$ cat config.mk
export PLATFORM = sky130hd
export DESIGN_NAME = pipe_ctrl
export DESIGN_NICKNAME = d
export VERILOG_FILES = /design/src/rtl/pipe_ctrl.sv
export SDC_FILE = /design/constraint.sdc
export NUM_CORES = 1
export LEC_CHECK = 0
export ABC_CLOCK_PERIOD_IN_PS = 2700
export BUFFER_PORTS_ARGS = -buffer_cell sky130_fd_sc_hd__clkbuf_2
export CORE_UTILIZATION = 42
export CTS_CLUSTER_SIZE = 16
export DETAILED_ROUTE_END_ITERATION = 8
export PLACE_DENSITY = 0.84
export SYNTH_ARGS = -nofsm -noshare
export SYNTH_HDL_FRONTEND = slang
export SYNTH_SLANG_ARGS = --single-unit
$ cat constraint.sdc
create_clock -name clk -period 2.7 [get_ports clk]
set_input_delay 0.27 -clock clk [delete_from_list [all_inputs] [get_ports clk]]
set_output_delay 0.27 -clock clk [all_outputs]
set_load 0.02 [all_outputs]
$ cat src/rtl/pipe_ctrl.sv
// Hazard/redirect controller for the 5-stage pipeline: arbitrates bus wait, jump,
// multi-cycle divide, load-use and interrupt entry into stall/flush/redirect controls.
module pipe_ctrl #(
  parameter int XLEN             = 32,
  parameter int INT_ENTRY_CYCLES = 3,
  parameter int DIV_MAX          = 40
) (
  input  logic            clk,
  input  logic            rst_n,
  input  logic            bus_wait_i,
  input  logic            jump_req_i,
  input  logic [XLEN-1:0] jump_addr_i,
  input  logic            div_start_i,
  input  logic            div_done_i,
  input  logic            load_use_i,
  input  logic            irq_req_i,
  input  logic [XLEN-1:0] irq_vec_i,
  output logic [4:0]      stall_o,
  output logic [3:0]      flush_o,
  output logic            pc_redirect_o,
  output logic [XLEN-1:0] pc_target_o,
  output logic            irq_ack_o,
  output logic            div_err_o
);

  localparam int CNT_MAX = (DIV_MAX > INT_ENTRY_CYCLES) ? DIV_MAX : INT_ENTRY_CYCLES;
  localparam int CNT_W   = $clog2(CNT_MAX) + 1;
  localparam logic [CNT_W-1:0] DIV_LAST = CNT_W'(DIV_MAX - 1);
  localparam logic [CNT_W-1:0] IRQ_LAST = CNT_W'(INT_ENTRY_CYCLES - 1);

  typedef enum logic [1:0] {RUN, DIV, IRQ} state_t;

  state_t            state;
  logic [CNT_W-1:0]  cnt;
  logic [XLEN-1:0]   irq_vec_q;
  logic              div_err;

  logic              go_div;
  logic              go_irq;
  logic              go_run;
  logic              cnt_inc;
  logic              set_err;

  always_comb begin
    stall_o       = 5'b00000;
    flush_o       = 4'b0000;
    pc_redirect_o = 1'b0;
    pc_target_o   = '0;
    irq_ack_o     = 1'b0;
    go_div        = 1'b0;
    go_irq        = 1'b0;
    go_run        = 1'b0;
    cnt_inc       = 1'b0;
    set_err       = 1'b0;
    // A memory wait freezes everything and defers every other request.
    if (bus_wait_i) begin
      stall_o = 5'b11111;
    end else begin
      case (state)
        RUN: begin
          if (jump_req_i) begin
            pc_redirect_o = 1'b1;
            pc_target_o   = jump_addr_i;
            flush_o       = 4'b0011;
          end else if (div_start_i) begin
            stall_o = 5'b00111;
            flush_o = 4'b0100;
            go_div  = 1'b1;
          end else if (load_use_i) begin
            stall_o = 5'b00011;
            flush_o = 4'b0010;
          end else if (irq_req_i) begin
            stall_o = 5'b00001;
            flush_o = 4'b0001;
            go_irq  = 1'b1;
          end
        end
        DIV: begin
          // Done wins over the watchdog when both land in the same cycle.
          if (div_done_i) begin
            go_run = 1'b1;
          end else if (cnt == DIV_LAST) begin
            go_run  = 1'b1;
            set_err = 1'b1;
          end else begin
            stall_o = 5'b00111;
            flush_o = 4'b0100;
            cnt_inc = 1'b1;
          end
        end
        IRQ: begin
          stall_o = 5'b00001;
          flush_o = 4'b0011;
          if (cnt == IRQ_LAST) begin
            pc_redirect_o = 1'b1;
            pc_target_o   = irq_vec_q;
            irq_ack_o     = 1'b1;
            go_run        = 1'b1;
          end else begin
            cnt_inc = 1'b1;
          end
        end
        default: go_run = 1'b1;
      endcase
    end
  end

  always_ff @(posedge clk or negedge rst_n) begin
    if (!rst_n) begin
      state     <= RUN;
      cnt       <= '0;
      irq_vec_q <= '0;
      div_err   <= 1'b0;
    end else begin
      if (go_div) begin
        state <= DIV;
        cnt   <= '0;
      end else if (go_irq) begin
        state     <= IRQ;
        cnt       <= '0;
        irq_vec_q <= irq_vec_i;
      end else if (go_run) begin
        state <= RUN;
        cnt   <= '0;
      end else if (cnt_inc) begin
        cnt <= cnt + 1'b1;
      end
      if (set_err) begin
        div_err <= 1'b1;
      end
    end
  end

  assign div_err_o = div_err;

endmodule

==> metrics.txt <==
status=finished, final reports clean; vias per cell=approximately 5.3; diodes inserted=0; largest net degree at the start of global routing=43; max_cap viols=0; Core ar.=between 5000 and 6000 um^2; vias in the first global route=2111; final setup vio count=0; r2r worst-path depth=7; post-synthesis adder-cell area fraction=under 10%; clock buffer count from CTS=5; Worst setup SP type=register; period utilization=between 90% and 100%; Post-Synth Simple-Gate Area=15.1%; die area=6090 um^2; post-synthesis xor/xnor area fraction=1.80%; Clock Sinks=42; Setup CP Type=register to primary output; reg2reg start=state[0]; post_cts resized=0; TritonRoute pass-1 iters=4; crit end category=primary output; Critical Path RT=approximately 2400 ps; Max Slew Vio Count=0; Rows=27; Port Buffers=~110; Worst-Skew Late Latency=between 200 and 300 ps; fin crit period=about 2500 ps; crit path launch=state[0]; Starting Density=between 40% and 50%; unrepaired setup endpoints after global routing=false; Max Clock Skew=2.44 ps; Placer Congestion=roughly 0.86; FF+latch count, synth=42; Syn-to-layout area delta=28.5%; clk slew on worst S/H paths=~80 ps; synth unique cells=38; Leak=about 0.0016 uW; Max clock buf depth=2; DRC viols=0; FILL cells=between 500 and 600; critical path arrival=2210 ps; DR WL/cell=around 13 um; Syn. warnings=0; Worst-Margin Slew=1020 ps; chip width=about 80 um; share of cells above drive strength 1=47.8%; final hold slack=roughly 150 ps; sequential area share after synthesis=43.3%; FF-to-FF End=irq_vec_q[5]; Post-Synthesis Cells=240; vias=between 2000 and 2500; worst hold path type=input port to async pin; clk root buf=clkbuf_8; H-tree depth=2; largest family of logic cells by synthesized area=compound AO/OA/AOI/OAI gates; num ports=~120; Global Route Usage Sum=between 10% and 20%; R2R Setup Slk=around 550 ps; crit path max fanout=30; PwrDens=778 nW/um^2; Critical Path Sink=pc_target_o[20]; Synth Area in Compound Gates=between 10% and 20%; total wire length=about 5600 um; Netlist Area Pre-Place=~2400 um^2; Die Y=slightly below 80 um; nets@finish=between 400 and 500; ANT nets after route=0; first-pass GRT wire length=9280 um; CTS tree=yes; global route total overflow=0; Max Fclk=a little over 400 MHz; storage element area=1050 um^2; Synthesized Nets=318; final hold vios=0; initial antenna violation count=0; post-CTS setup buffers=0; Synth Area per Inst=just over 10 um^2; post-DP HPWL=between 4000 and 5000 um; multi-input combinational cell area=1250 um^2; VDD IR max=about 0.35 mV; relative max-transition margin=about a third; Hold-fix buffers, CTS=0; Iteration-0 DRC Markers=79; total negative slack=0 ps; post-synthesis mux area share=between 10% and 20%
==> critical path, cell delays in order (launching register included) <==
cell	delay [ps]
dfrtp_1	410
inv_1	130
ha_1	260
and2_1	290
buf_4	360
a22oi_1	120
nor2_1	140
clkbuf_2	190
==> final cells by class <==
type                            count  share of cell area, %
Clock inverter                      1                  0.161
Multi-Input combinational cell    174                   40.2
Tap cell                           72                   2.89
Inverter                            5                  0.602
Sequential cell                    42                   33.7
Clock buffer                        7                   2.77
Timing Repair Buffer              118                   19.7
==> worst min path at each step <==
stage | slack (ps) | cells past startpoint | to | start
detailed placement | 470 | 1 | div_err_o | div_err_o
global route | 200 | 2 | irq_vec_q[9] | irq_vec_i[9]
finish | 150 | 1 | cnt[6] | rst_n
floorplan | -30 | 0 | cnt[0] | rst_n
global placement | 470 | 1 | div_err_o | div_err_o
CTS | 190 | 1 | cnt[6] | rst_n
==> routing by layer <==
metal	track usage, %	wire, um
met5	0	0
met4	6.85	94
met3	4.42	361
met2	33.8	2800
met1	23.1	2370
==> report_power, final <==
group          total (uW)  internal [uW]  switching [uW]
registers            1020            871             146
logic                 999            448             552
clock network         409            206             203
==> kinds of logic after synthesis <==
kind of cell             after synthesis
AND/OR/NAND/NOR                       73
AO/OA/AOI/OAI                         57
flip-flops                            42
multiplexers                          32
buffers and inverters                 24
adder cells (fa/ha/maj)                6
XOR/XNOR                               5
other                                  1
==> sequential cells by signal (all words and copies together) (netlist names) <==
signal	flops
cnt	7
irq_vec_q	32
state	2
div_err_o	1
==> cell usage in the layout, fill, tap and decap left out, types with 5 or more instances in the layout <==
| cell | count |
|---|---|
| a21oi_1 | 9 |
| a22oi_1 | 32 |
| clkbuf_2 | 114 |
| clkbuf_8 | 6 |
| dfrtp_1 | 42 |
| ha_1 | 6 |
| inv_1 | 5 |
| mux2_2 | 31 |
| nor2_1 | 43 |
| nor2b_1 | 6 |
| o21ai_0 | 5 |
==> stage by stage <==
step	total power, uW	instances	instance area (um^2)	util, %	worst slack [ps]
after floorplan	1710	240	2430	-	768
after global placement	1980	411	3030	54.6	632
after detailed placement	2030	411	3030	54.6	566
after CTS	2450	419	3120	56.3	232
after global routing	2610	419	3120	56.3	44.1
final	2430	419	3120	56.3	221
==> Yosys cell counts (all sizes together) <==
cell	number	share of area, %
a211oi	1	0.52
a21o	1	0.31
a21oi	9	1.9
a22oi	32	9.9
a31o	1	0.36
a31oi	1	0.26
and2	2	0.52
and3	3	0.77
and4	1	0.46
buf	10	3.2
clkbuf	9	1.4
conb	1	0.15
dfrtp	42	43
ha	6	3.1
inv	5	0.77
mux2	32	15
nand2	4	0.62
nand2b	1	0.26
nand3	3	0.62
nand3b	2	0.62
nor2	45	7.4
nor2b	6	1.5
nor3	2	0.62
nor3b	1	0.31
nor4	1	0.88
o211ai	2	0.62
o21a	1	0.31
o21ai	5	1.0
o21bai	2	0.62
o22ai	2	0.52
or2	2	0.52
xnor2	1	0.36
xor2	4	1.4
Note: power is estimated with default switching activity, not from simulation.
